**src/rtl/systolic_tile_ctrl_if.sv**
```systemverilog
// Command, operand-buffer, array and drain signals of one systolic tile controller.
// Latency: n/a (wiring only).  Backpressure: drain_ready stalls the row drain.
interface systolic_tile_ctrl_if #(
    parameter int ROWS = 4,
    parameter int K_W  = 8
);
    logic                    start;
    logic [K_W-1:0]          k_len;
    logic                    mode_fp8_in;
    logic                    out_bf16_en_in;
    logic                    busy;
    logic                    done;
    logic                    err_timeout;
    logic                    mode_fp8;
    logic                    out_bf16_en;
    logic                    clear_accum;
    logic                    op_rd_en;
    logic [K_W-1:0]          op_rd_k;
    logic [ROWS-1:0]         valid_in;
    logic                    mac_valid_all;
    logic                    drain_valid;
    logic [$clog2(ROWS)-1:0] drain_row;
    logic                    drain_ready;

    modport master (
        input  start, k_len, mode_fp8_in, out_bf16_en_in, mac_valid_all, drain_ready,
        output busy, done, err_timeout, mode_fp8, out_bf16_en, clear_accum,
               op_rd_en, op_rd_k, valid_in, drain_valid, drain_row
    );

    modport slave (
        output start, k_len, mode_fp8_in, out_bf16_en_in, mac_valid_all, drain_ready,
        input  busy, done, err_timeout, mode_fp8, out_bf16_en, clear_accum,
               op_rd_en, op_rd_k, valid_in, drain_valid, drain_row
    );
endinterface

```
**src/rtl/systolic_tile_ctrl.sv**
```systemverilog
// Sequences one systolic output tile: clear, skewed operand feed, completion wait, row drain.
// Latency: clear at +1, reads +2..k+1, valid_in[r] +3+r..k+2+r after start; done after drain.
// Backpressure: drain_ready holds the current drain_row indefinitely; WAIT is bounded by TIMEOUT.
module systolic_tile_ctrl #(
    parameter int ROWS    = 4,
    parameter int COLS    = 4,
    parameter int K_W     = 8,
    parameter int TIMEOUT = 32
) (
    input  logic                 clk,
    input  logic                 rst_n,
    systolic_tile_ctrl_if.master io
);
    localparam int RW = $clog2(ROWS);
    localparam int TW = $clog2(TIMEOUT);

    if (ROWS < 2 || COLS < 1 || TIMEOUT < 2) begin : g_bad_geometry
        $error("systolic_tile_ctrl: unsupported ROWS/COLS/TIMEOUT");
    end

    typedef enum logic [2:0] {
        IDLE,
        CLEAR,
        FEED,
        WAIT,
        DRAIN,
        DONE
    } state_t;

    state_t          state_q, state_d;
    logic [K_W-1:0]  k_len_q;
    logic [K_W-1:0]  rd_k_q, rd_k_d;
    logic [TW-1:0]   wait_q, wait_d;
    logic [RW-1:0]   row_q, row_d;
    logic [ROWS-1:0] skew_q;
    logic            mode_q, bf16_q;
    logic            err_q, err_d;
    logic            zero_done_q;
    logic            accept;

    assign accept = (state_q == IDLE) && io.start;

    always_comb begin
        state_d = state_q;
        rd_k_d  = rd_k_q;
        wait_d  = wait_q;
        row_d   = row_q;
        err_d   = err_q;
        case (state_q)
            IDLE: begin
                if (accept) begin
                    err_d = 1'b0;
                    if (io.k_len != '0) state_d = CLEAR;
                end
            end
            CLEAR: begin
                rd_k_d  = '0;
                state_d = FEED;
            end
            FEED: begin
                // compare against k_len-1 so the index never has to reach k_len (no wrap at 2^K_W-1)
                if (rd_k_q == k_len_q - K_W'(1)) begin
                    rd_k_d  = '0;
                    wait_d  = '0;
                    state_d = WAIT;
                end else begin
                    rd_k_d = rd_k_q + 1'b1;
                end
            end
            WAIT: begin
                if (io.mac_valid_all) begin
                    wait_d  = '0;
                    row_d   = '0;
                    state_d = DRAIN;
                end else if (wait_q == TW'(TIMEOUT - 1)) begin
                    wait_d  = '0;
                    err_d   = 1'b1;
                    state_d = DONE;
                end else begin
                    wait_d = wait_q + 1'b1;
                end
            end
            DRAIN: begin
                if (io.drain_ready) begin
                    if (row_q == RW'(ROWS - 1)) begin
                        row_d   = '0;
                        state_d = DONE;
                    end else begin
                        row_d = row_q + 1'b1;
                    end
                end
            end
            DONE:    state_d = IDLE;
            default: state_d = IDLE;
        endcase
    end

    always_ff @(posedge clk) begin
        if (!rst_n) begin
            state_q     <= IDLE;
            k_len_q     <= '0;
            rd_k_q      <= '0;
            wait_q      <= '0;
            row_q       <= '0;
            skew_q      <= '0;
            mode_q      <= 1'b0;
            bf16_q      <= 1'b0;
            err_q       <= 1'b0;
            zero_done_q <= 1'b0;
        end else begin
            state_q     <= state_d;
            rd_k_q      <= rd_k_d;
            wait_q      <= wait_d;
            row_q       <= row_d;
            err_q       <= err_d;
            // lane 0 trails the read strobe by the one-cycle buffer latency
            skew_q      <= {skew_q[ROWS-2:0], state_q == FEED};
            zero_done_q <= accept && (io.k_len == '0);
            if (accept) begin
                k_len_q <= io.k_len;
                mode_q  <= io.mode_fp8_in;
                bf16_q  <= io.out_bf16_en_in;
            end
        end
    end

    assign io.busy        = (state_q != IDLE);
    assign io.done        = (state_q == DONE) || zero_done_q;
    assign io.err_timeout = err_q;
    assign io.mode_fp8    = mode_q;
    assign io.out_bf16_en = bf16_q;
    assign io.clear_accum = (state_q == CLEAR);
    assign io.op_rd_en    = (state_q == FEED);
    assign io.op_rd_k     = rd_k_q;
    assign io.valid_in    = skew_q;
    assign io.drain_valid = (state_q == DRAIN);
    assign io.drain_row   = row_q;
endmodule

```
**src/flat_wrapper.sv**
```systemverilog
// flat-port wrapper written by rule: the top's interface ports become plain ports
module systolic_tile_ctrl_flat 
#(
    parameter int ROWS    = 4,
    parameter int COLS    = 4,
    parameter int K_W     = 8,
    parameter int TIMEOUT = 32
)
  (clk, rst_n, io_start, io_k_len, io_mode_fp8_in, io_out_bf16_en_in, io_mac_valid_all, io_drain_ready, io_busy, io_done, io_err_timeout, io_mode_fp8, io_out_bf16_en, io_clear_accum, io_op_rd_en, io_op_rd_k, io_valid_in, io_drain_valid, io_drain_row);
  systolic_tile_ctrl_if #(.ROWS(ROWS), .K_W(K_W)) io_i ();
  input  logic clk;
  input  logic rst_n;
  input wire logic [$bits(io_i.start)-1:0] io_start;
  input wire logic [$bits(io_i.k_len)-1:0] io_k_len;
  input wire logic [$bits(io_i.mode_fp8_in)-1:0] io_mode_fp8_in;
  input wire logic [$bits(io_i.out_bf16_en_in)-1:0] io_out_bf16_en_in;
  input wire logic [$bits(io_i.mac_valid_all)-1:0] io_mac_valid_all;
  input wire logic [$bits(io_i.drain_ready)-1:0] io_drain_ready;
  output wire logic [$bits(io_i.busy)-1:0] io_busy;
  output wire logic [$bits(io_i.done)-1:0] io_done;
  output wire logic [$bits(io_i.err_timeout)-1:0] io_err_timeout;
  output wire logic [$bits(io_i.mode_fp8)-1:0] io_mode_fp8;
  output wire logic [$bits(io_i.out_bf16_en)-1:0] io_out_bf16_en;
  output wire logic [$bits(io_i.clear_accum)-1:0] io_clear_accum;
  output wire logic [$bits(io_i.op_rd_en)-1:0] io_op_rd_en;
  output wire logic [$bits(io_i.op_rd_k)-1:0] io_op_rd_k;
  output wire logic [$bits(io_i.valid_in)-1:0] io_valid_in;
  output wire logic [$bits(io_i.drain_valid)-1:0] io_drain_valid;
  output wire logic [$bits(io_i.drain_row)-1:0] io_drain_row;
  assign io_i.start = io_start;
  assign io_i.k_len = io_k_len;
  assign io_i.mode_fp8_in = io_mode_fp8_in;
  assign io_i.out_bf16_en_in = io_out_bf16_en_in;
  assign io_i.mac_valid_all = io_mac_valid_all;
  assign io_i.drain_ready = io_drain_ready;
  assign io_busy = io_i.busy;
  assign io_done = io_i.done;
  assign io_err_timeout = io_i.err_timeout;
  assign io_mode_fp8 = io_i.mode_fp8;
  assign io_out_bf16_en = io_i.out_bf16_en;
  assign io_clear_accum = io_i.clear_accum;
  assign io_op_rd_en = io_i.op_rd_en;
  assign io_op_rd_k = io_i.op_rd_k;
  assign io_valid_in = io_i.valid_in;
  assign io_drain_valid = io_i.drain_valid;
  assign io_drain_row = io_i.drain_row;
  systolic_tile_ctrl #(.ROWS(ROWS), .COLS(COLS), .K_W(K_W), .TIMEOUT(TIMEOUT)) u_core (.clk(clk), .rst_n(rst_n), .io(io_i));
endmodule
```
**config.mk**
```make
export PLATFORM = sky130hd
export DESIGN_NAME = systolic_tile_ctrl_flat
export DESIGN_NICKNAME = d
export VERILOG_FILES = /design/src/rtl/systolic_tile_ctrl_if.sv /design/src/rtl/systolic_tile_ctrl.sv /design/src/flat_wrapper.sv
export SDC_FILE = /design/constraint.sdc
export NUM_CORES = 1
export LEC_CHECK = 0
export BUFFER_PORTS_ARGS = -buffer_cell sky130_fd_sc_hd__buf_2
export CAP_MARGIN = 20
export CORE_AREA = 2 2 83 85
export CTS_BUF_LIST = sky130_fd_sc_hd__clkbuf_16
export DETAILED_ROUTE_END_ITERATION = 10
export DIE_AREA = 0 0 85 87
export HOLD_SLACK_MARGIN = 0.06
export PLACE_DENSITY = 0.53
export REMOVE_ABC_BUFFERS = 1
export SETUP_SLACK_MARGIN = 0.3
export SYNTH_ARGS = -nofsm -noshare
export SYNTH_HDL_FRONTEND = slang
export SYNTH_SLANG_ARGS = --single-unit
```
**constraint.sdc**
```tcl
create_clock -name clk -period 3.7 [get_ports clk]
set_clock_uncertainty 0.2 [all_clocks]
set_input_delay 0.555 -clock clk [delete_from_list [all_inputs] [get_ports clk]]
set_output_delay 0.555 -clock clk [all_outputs]
set_load 0.01 [all_outputs]
```
==> metrics, run 1 <==
power share of the sequential group 34.6%; unrepaired setup endpoints after global routing false; total length of routed wires slightly above 4000 um; power density over cell area 630 nW/um^2; launch point of the worst path u_core.k_len_q[0]; overflow left after global routing 0; initial standard-cell utilization of the core about 27%; startpoint type of the worst setup path register; initial detailed-routing violation count 77; portion of the post-synthesis area used by sequential elements 38.4%; number of instances in the synthesized netlist between 200 and 250; Hold Fails Final Rpt 0; share of synthesized registers carrying an async set or reset 0%; FP Rows 30; FF+latch count, synth 34; maximum ir drop on the vdd rail 281 uV; slowest stage cell, crit path or4_1; length of routed wiring on met1 between 2000 and 2500 um; number of placed cells counting well taps ~320; maximum capacitance violations 0; Buffers on Ports 36; fraction of final layout cells with drive strength greater than 1 22.3%; cell accounting for the most synthesized area dfxtp_1; highest cell delay on the worst timing path around 0.43 ns; Die Ht approximately 87 um; Resized cells post-CTS 0; 1st-pass router iterations 4; residual antenna-violating net count after detailed routing 0; total die area 7400 um^2; wire length on met2 1890 um; relative contribution of combinational cells to total power between 20% and 30%; path length in cells of the critical path 8; Unique masters post-synth 50; final critical-path required period ~3 ns; number of flops mapped to enable cells by yosys 0; path type of the worst min-delay path register to register; clock network power share 39.7%; top cells by area, synth dfxtp_1 38%, nand2_1 7.2%, a21oi_1 5.1%, xnor2_1 4.9%, nor2_1 3.6%; Syn. warnings 0; leading register cell type out of synthesis dfxtp_1; internal power of the cells around 0.00095 W; GRT Resource Usage Total 12.0%; outcome finished clean; layout-stage area growth over the synthesis result 23.7%; count of boundary I/O pins 37; FILL cells 685; number of buffers added by the clock tree synthesis step 5; pin count of the biggest net entering global routing 22; sum of met3 wire segment lengths after detailed routing roughly 150 um; topmost layer with routed signal wires met4; LEAKAGE 0.935 nW; data arrival time of the critical path 2.96 ns; final setup violation count 0; FF-to-FF Start u_core.k_len_q[0]; power dissipated by switching net loads 0.000436 W; measured slew at the worst slew-check pin 0.781 ns; register-to-register setup slack 0.71 ns; Max clock buf depth 2; category of the worst setup path capture point register; mean instance size in the synthesized netlist roughly 8.3 um^2; DR vias 1583; Critical Path End u_core.wait_q[2]; gpl congestion 0.712; DRC errors left 0; estimated wirelength of the detail-placed design around 3000 um; number of diodes added for antenna fixing 0; insertion delay to the later sink of the worst-skew pair 0.28 ns; kind of cell with the highest combined delay on the critical path compound AO/OA/AOI/OAI gates; number of buffer and inverter instances along the worst setup path 1; Max FO, Critical Path 12; Chip Width 85 um; number of antenna violations at the first check in global routing 0; wire length of the first global-routing pass 7180 um; post-synthesis instance area 1770 um^2; critical register-to-register path endpoint u_core.wait_q[2]; CTS sink cnt 34; Relative slew margins 47.8%; post-route fraction of the period consumed by the critical path 80.9%; r2r worst-path depth 8; Setup Crit Path Kind register to register; Clock Pin Slew Worst Setup and Hold Paths 0.06 ns; cell at the root of the clock tree clkbuf_16; CTS tree done; maximum level of the CTS H-tree 2; switching share of total power 31.6%; Hold-fix buffers, CTS 0; fraction of post-synthesis cell area in the top cell type by area roughly two fifths; setup TNS 0 ns; data required time of the worst path between 3 and 4 ns; cell-by-cell listing of the critical path inv_1 > ha_1 > or3b_1 > or4_1 > a2111oi_2 > o311a_2 > nor2_1 > o311a_1; Achievable Freq 0.334 GHz; number of instances on the worst hold path 2; Post-CTS Setup Repair Bufs 0; standard cell core area 6570 um^2; final count of pins violating max slew 0; vias in the first global route 1463; number of vias per cell after detailed routing 4.84; detailed-route wire length per cell 12.7 um; final std cells w/o fill 327; final layout net count about 270
power by group through the flow:
stage / registers [W] / clock network, W / logic [W]
after CTS: 0.000478 / 0.000562 / 0.000360
final: 0.000478 / 0.000548 / 0.000355
after global routing: 0.000490 / 0.000578 / 0.000407
after floorplan: 0.000474 / 0 / 0.000257
after detailed placement: 0.000486 / 0 / 0.000359
after global placement: 0.000487 / 0 / 0.000354
worst reg2reg max path, stage by stage (launching register included):
cell,delay [ns]
dfxtp_1,0.35
inv_1,0.07
ha_1,0.20
or3b_1,0.41
or4_1,0.43
a2111oi_2,0.38
o311a_2,0.41
nor2_1,0.10
o311a_1,0.34
cells in the final DEF, fill, tap and decap left out, types with 2 or more instances in the layout:
cell type | netlist | layout
o2bb2ai_1 | 2 | 2
nand3_1 | 3 | 3
nand2_1 | 34 | 34
nor3_1 | 7 | 7
a32oi_1 | 2 | 2
dfxtp_1 | 34 | 34
nand2b_1 | 5 | 5
a211oi_1 | 3 | 3
buf_2 | 1 | 36
o31ai_1 | 2 | 2
bufinv_16 | 0 | 2
ha_1 | 5 | 5
nand4_1 | 2 | 2
xnor2_1 | 10 | 10
nor2_1 | 17 | 17
and3_1 | 4 | 4
clkbuf_16 | 0 | 5
xor2_1 | 2 | 2
or4b_2 | 2 | 2
a21oi_1 | 18 | 18
inv_1 | 6 | 6
o21ai_0 | 6 | 6
a2111oi_2 | 2 | 2
a21o_1 | 4 | 4
nor4_1 | 3 | 3
and2_1 | 4 | 4
nor3b_1 | 4 | 4
logic make-up after synthesis:
logic type,after synthesis,synth area share (%)
AND/OR/NAND/NOR,94,27.0
AO/OA/AOI/OAI,52,20.8
flip-flops,34,38.4
buffers and inverters,17,4.30
XOR/XNOR,12,5.93
adder cells (fa/ha/maj),5,3.53
cell type report:
type,count,area (um^2),share of cell area [%]
Inverter,6,22.5,1.03
Clock buffer,5,125,5.70
Tap cell,80,100,4.56
Sequential cell,34,681,31.0
Multi-Input combinational cell,163,1020,46.3
Timing Repair Buffer,36,180,8.21
Clock inverter,3,68.8,3.14
worst min-delay path by stage:
stage                          startpoint                     to  slack (ns)
floorplan               u_core.k_len_q[7]      u_core.k_len_q[7]        0.25
global placement    u_core.io.valid_in[1]  u_core.io.valid_in[2]        0.23
detailed placement  u_core.io.valid_in[0]  u_core.io.valid_in[1]        0.24
CTS                 u_core.io.valid_in[0]  u_core.io.valid_in[1]        0.25
global route        u_core.io.valid_in[0]  u_core.io.valid_in[1]        0.27
finish              u_core.io.out_bf16_en  u_core.io.out_bf16_en        0.25
routing by layer:
layer / global-route usage, % / vias up
met5: 0 / -
met4: 3.46 / 0
li1: - / 833
met3: 3.13 / 4
met2: 18.6 / 27
met1: 16.4 / 719
synthesized netlist by cell type, types with 2 or more instances:
cell,number
clkbuf_1,8
nor3_1,7
inv_1,6
o21ai_0,6
xnor2_1,10
o2bb2ai_1,2
nand2_1,34
nand3_1,3
ha_1,5
nand2b_1,5
or4b_2,2
and3_1,4
a211oi_1,3
nand4_1,2
a2111oi_2,2
a21oi_1,18
o31ai_1,2
nor2_1,17
a21o_1,4
and2_1,4
dfxtp_1,34
nor3b_1,4
a32oi_1,2
xor2_1,2
nor4_1,3
registers in the layout (all words and copies together), names as in the netlist:
register / count
u_core.zero_done_q: 1
u_core.io.valid_in: 4
u_core.io.mode_fp8: 1
u_core.io.out_bf16_en: 1
u_core.wait_q: 5
u_core.io.err_timeout: 1
u_core.io.op_rd_k: 8
u_core.k_len_q: 8
u_core.io.drain_row: 2
u_core.state_q: 3
through the flow:
step / util, % / hold slack [ns] / power [W] / setup WS [ns] / area [um^2]
2_1_floorplan: - / 0.249 / 0.000731 / 0.946 / 1720
5_1_grt: 33.4 / 0.270 / 0.00147 / 0.498 / 2190
3_3_place_gp: 30.4 / 0.234 / 0.000841 / 0.798 / 2000
3_5_place_dp: 30.4 / 0.241 / 0.000845 / 0.722 / 2000
4_1_cts: 33.4 / 0.255 / 0.00140 / 0.705 / 2190
6_report: 33.4 / 0.251 / 0.00138 / 0.708 / 2190
Note: power is estimated with default switching activity, not from simulation.
==> run 2, diff against run 1 <==
--- a/config.mk
+++ b/config.mk
@@ -12,7 +12,7 @@
 export DETAILED_ROUTE_END_ITERATION = 10
 export DIE_AREA = 0 0 85 87
 export HOLD_SLACK_MARGIN = 0.06
-export PLACE_DENSITY = 0.53
+export PLACE_DENSITY = 0.54
 export REMOVE_ABC_BUFFERS = 1
 export SETUP_SLACK_MARGIN = 0.3
 export SYNTH_ARGS = -nofsm -noshare
==> constraint.sdc (replaced) <==
create_clock -name clk -period 2.5 [get_ports clk]
set_clock_uncertainty 0.2 [all_clocks]
set_input_delay 0.375 -clock clk [delete_from_list [all_inputs] [get_ports clk]]
set_output_delay 0.375 -clock clk [all_outputs]
set_load 0.01 [all_outputs]
==> run 2 against run 1 <==
  * The run now ends with negative setup slack left
  * Worst setup slack got worse by 0.86 ns
  * Design area increased by 12%
  * Die area unchanged
  * Critical path depth decreased by 1
  * Critical path type unchanged
  * Critical endpoint unchanged
==> metrics, run 2 (synthesis gave the netlist of run 1 again) <==
DRC errors left 0 (unchanged); final critical-path required period 2.66 ns (-0.335 ns); final layout net count 291 (+9.4%); Chip Width 85 um (unchanged); insertion delay to the later sink of the worst-skew pair 0.27 ns (about the same); critical register-to-register path endpoint u_core.wait_q[2]; slowest stage cell, crit path or4_4; kind of cell with the highest combined delay on the critical path simple AND/OR/NAND/NOR gates; FF-to-FF Start u_core.k_len_q[1]; Final Hold Slack 0.135 ns (-0.115 ns); maximum level of the CTS H-tree 2 (unchanged); total length of routed wires 4590 um (+11%); FP Rows 30 (unchanged); data required time of the worst path 2.46 ns (-1.21 ns); startpoint type of the worst setup path register; final setup violation count 14 (+14); overflow left after global routing 0 (unchanged); fraction of final layout cells with drive strength greater than 1 34.3% (+12 points); Post-Route Utilization 37.4% (+4.0 points); number of antenna violations at the first check in global routing 0 (unchanged); final std cells w/o fill 351 (+7.3%); Max FO, Critical Path 5 (-7); unrepaired setup endpoints after global routing true; maximum capacitance violations 0 (unchanged); number of diodes added for antenna fixing 0 (unchanged); sum of met3 wire segment lengths after detailed routing 172 um (+15%); highest cell delay on the worst timing path 0.57 ns (+0.14 ns); Clock Pin Slew Worst Setup and Hold Paths 0.05 ns (about the same); DR vias 1733 (+9.5%); path type of the worst min-delay path input pin to register; Relative slew margins 62.9% (+15 points); 1st-pass router iterations 4 (unchanged); wire length on met2 2210 um (+17%); total die area 7400 um^2 (unchanged); commonest non-fill, non-tap cells in the layout 36 x buf_2, 34 x nand2_1, 32 x dfxtp_1, 23 x buf_4, 17 x a21oi_1; failing checks negative setup slack; WHS Endpoint u_core.io.out_bf16_en; number of placed cells counting well taps 341 (+6.9%); count of boundary I/O pins 37 (unchanged); r2r worst-path depth 7 (-1); startpoint of the most critical hold path io_out_bf16_en_in; Hold Fails Final Rpt 0 (unchanged); Die Ht 87 um (unchanged); residual antenna-violating net count after detailed routing 0 (unchanged); CTS tree done; number of vias per cell after detailed routing 4.94 (+2.0%); initial detailed-routing violation count 81 (+5.2%); outcome finished with violations; number of buffers added by the clock tree synthesis step 5 (unchanged); vias in the first global route 1680 (+15%); wire length of the first global-routing pass 7840 um (+9.2%); layout-stage area growth over the synthesis result 38.5%; post-route worst setup slack -0.157 ns (-0.865 ns); Max clock buf depth 2 (unchanged); measured slew at the worst slew-check pin 0.552 ns (-0.229 ns); estimated wirelength of the detail-placed design 3210 um (+6.5%); CTS sink cnt 34 (unchanged); detailed-route wire length per cell 13.1 um (+3.1%); cell at the root of the clock tree clkbuf_16; most common library cell in the layout ignoring fill and taps buf_2; Achievable Freq 0.376 GHz (+13%); final count of pins violating max slew 0 (unchanged); LEAKAGE 1.06 nW (+14%); cell-by-cell listing of the critical path buf_4 > or4_4 > or4b_4 > a21oi_4 > o311a_4 > nor2_2 > o311a_1; category of the worst setup path capture point register; number of instances on the worst hold path 3 (+1); Hold-fix buffers, CTS 0 (unchanged); data arrival time of the critical path 2.62 ns (-0.34 ns); power density over cell area 853 nW/um^2 (+35%); post-route fraction of the period consumed by the critical path 106% (+25 points); standard cell core area 6570 um^2 (unchanged); register-to-register setup slack -0.16 ns (-0.86 ns); launch point of the worst path u_core.k_len_q[1]; number of buffer and inverter instances along the worst setup path 1 (unchanged); pin count of the biggest net entering global routing 21 (-4.5%); GRT Resource Usage Total 13.0% (+0.99 points); gpl congestion 0.793 (+11%); topmost layer with routed signal wires met4; initial standard-cell utilization of the core 27.0% (unchanged); maximum ir drop on the vdd rail 355 uV (+26%); Setup Crit Path Kind register to register; length of routed wiring on met1 2140 um (+3.9%); Buffers on Ports 36 (unchanged)
[run 2: repair_timing]
| action | CTS | global route |
|---|---|---|
| hold endpoints to repair | 0 | 0 |
| resized for setup | 15 | 9 |
| setup buffers | 2 | 0 |
| setup endpoints to repair | 14 | 14 |
| pin swaps | 10 | 2 |
| gates cloned | 1 | 0 |
[run 2: final cells by class]
class                           instances  area [um^2]
Sequential cell                        34          683
Inverter                                6         22.5
Clock inverter                          2         33.8
Tap cell                               80          100
Fill cell                             691         4110
Clock buffer                            5          125
Timing Repair Buffer                   60          364
Multi-Input combinational cell        164         1130
[run 2: metal layers]
layer  vias up  track usage, %
li1        880               -
met1       814            16.0
met2        32            22.5
met3         7            3.03
met4         0            3.90
met5         -               0
[run 2: tightest hold or removal path: stages]
cell and delay (ns):
buf_2 0.09, nand2_1 0.04, a21oi_1 0.05
[run 2: how the worst max path moves through the flow]
stage	cells after the start	end	slack (ns)
2_1_floorplan	8	u_core.wait_q[2]	-0.25
3_3_place_gp	8	u_core.wait_q[2]	-0.21
3_5_place_dp	8	u_core.wait_q[2]	-0.26
4_1_cts	9	u_core.io.op_rd_k[4]	-0.13
5_1_grt	8	u_core.wait_q[2]	-0.20
6_report	7	u_core.wait_q[2]	-0.16
[run 2: power breakdown]
part           switching (W)  internal, W
Clock               0.000221     0.000461
Sequential         0.0000904     0.000607
Combinational       0.000398     0.000317
[run 2: per-stage QoR]
| step | area [um^2] | setup slack, ns | power, W | TNS, ns |
|---|---|---|---|---|
| floorplan | 1720 | -0.254 | 0.00108 | -1.61 |
| global placement | 2160 | -0.208 | 0.00132 | -1.86 |
| detailed placement | 2160 | -0.262 | 0.00133 | -2.42 |
| CTS | 2430 | -0.127 | 0.00209 | -1.34 |
| global route | 2460 | -0.203 | 0.00223 | -2.48 |
| finish | 2460 | -0.157 | 0.00209 | -1.67 |
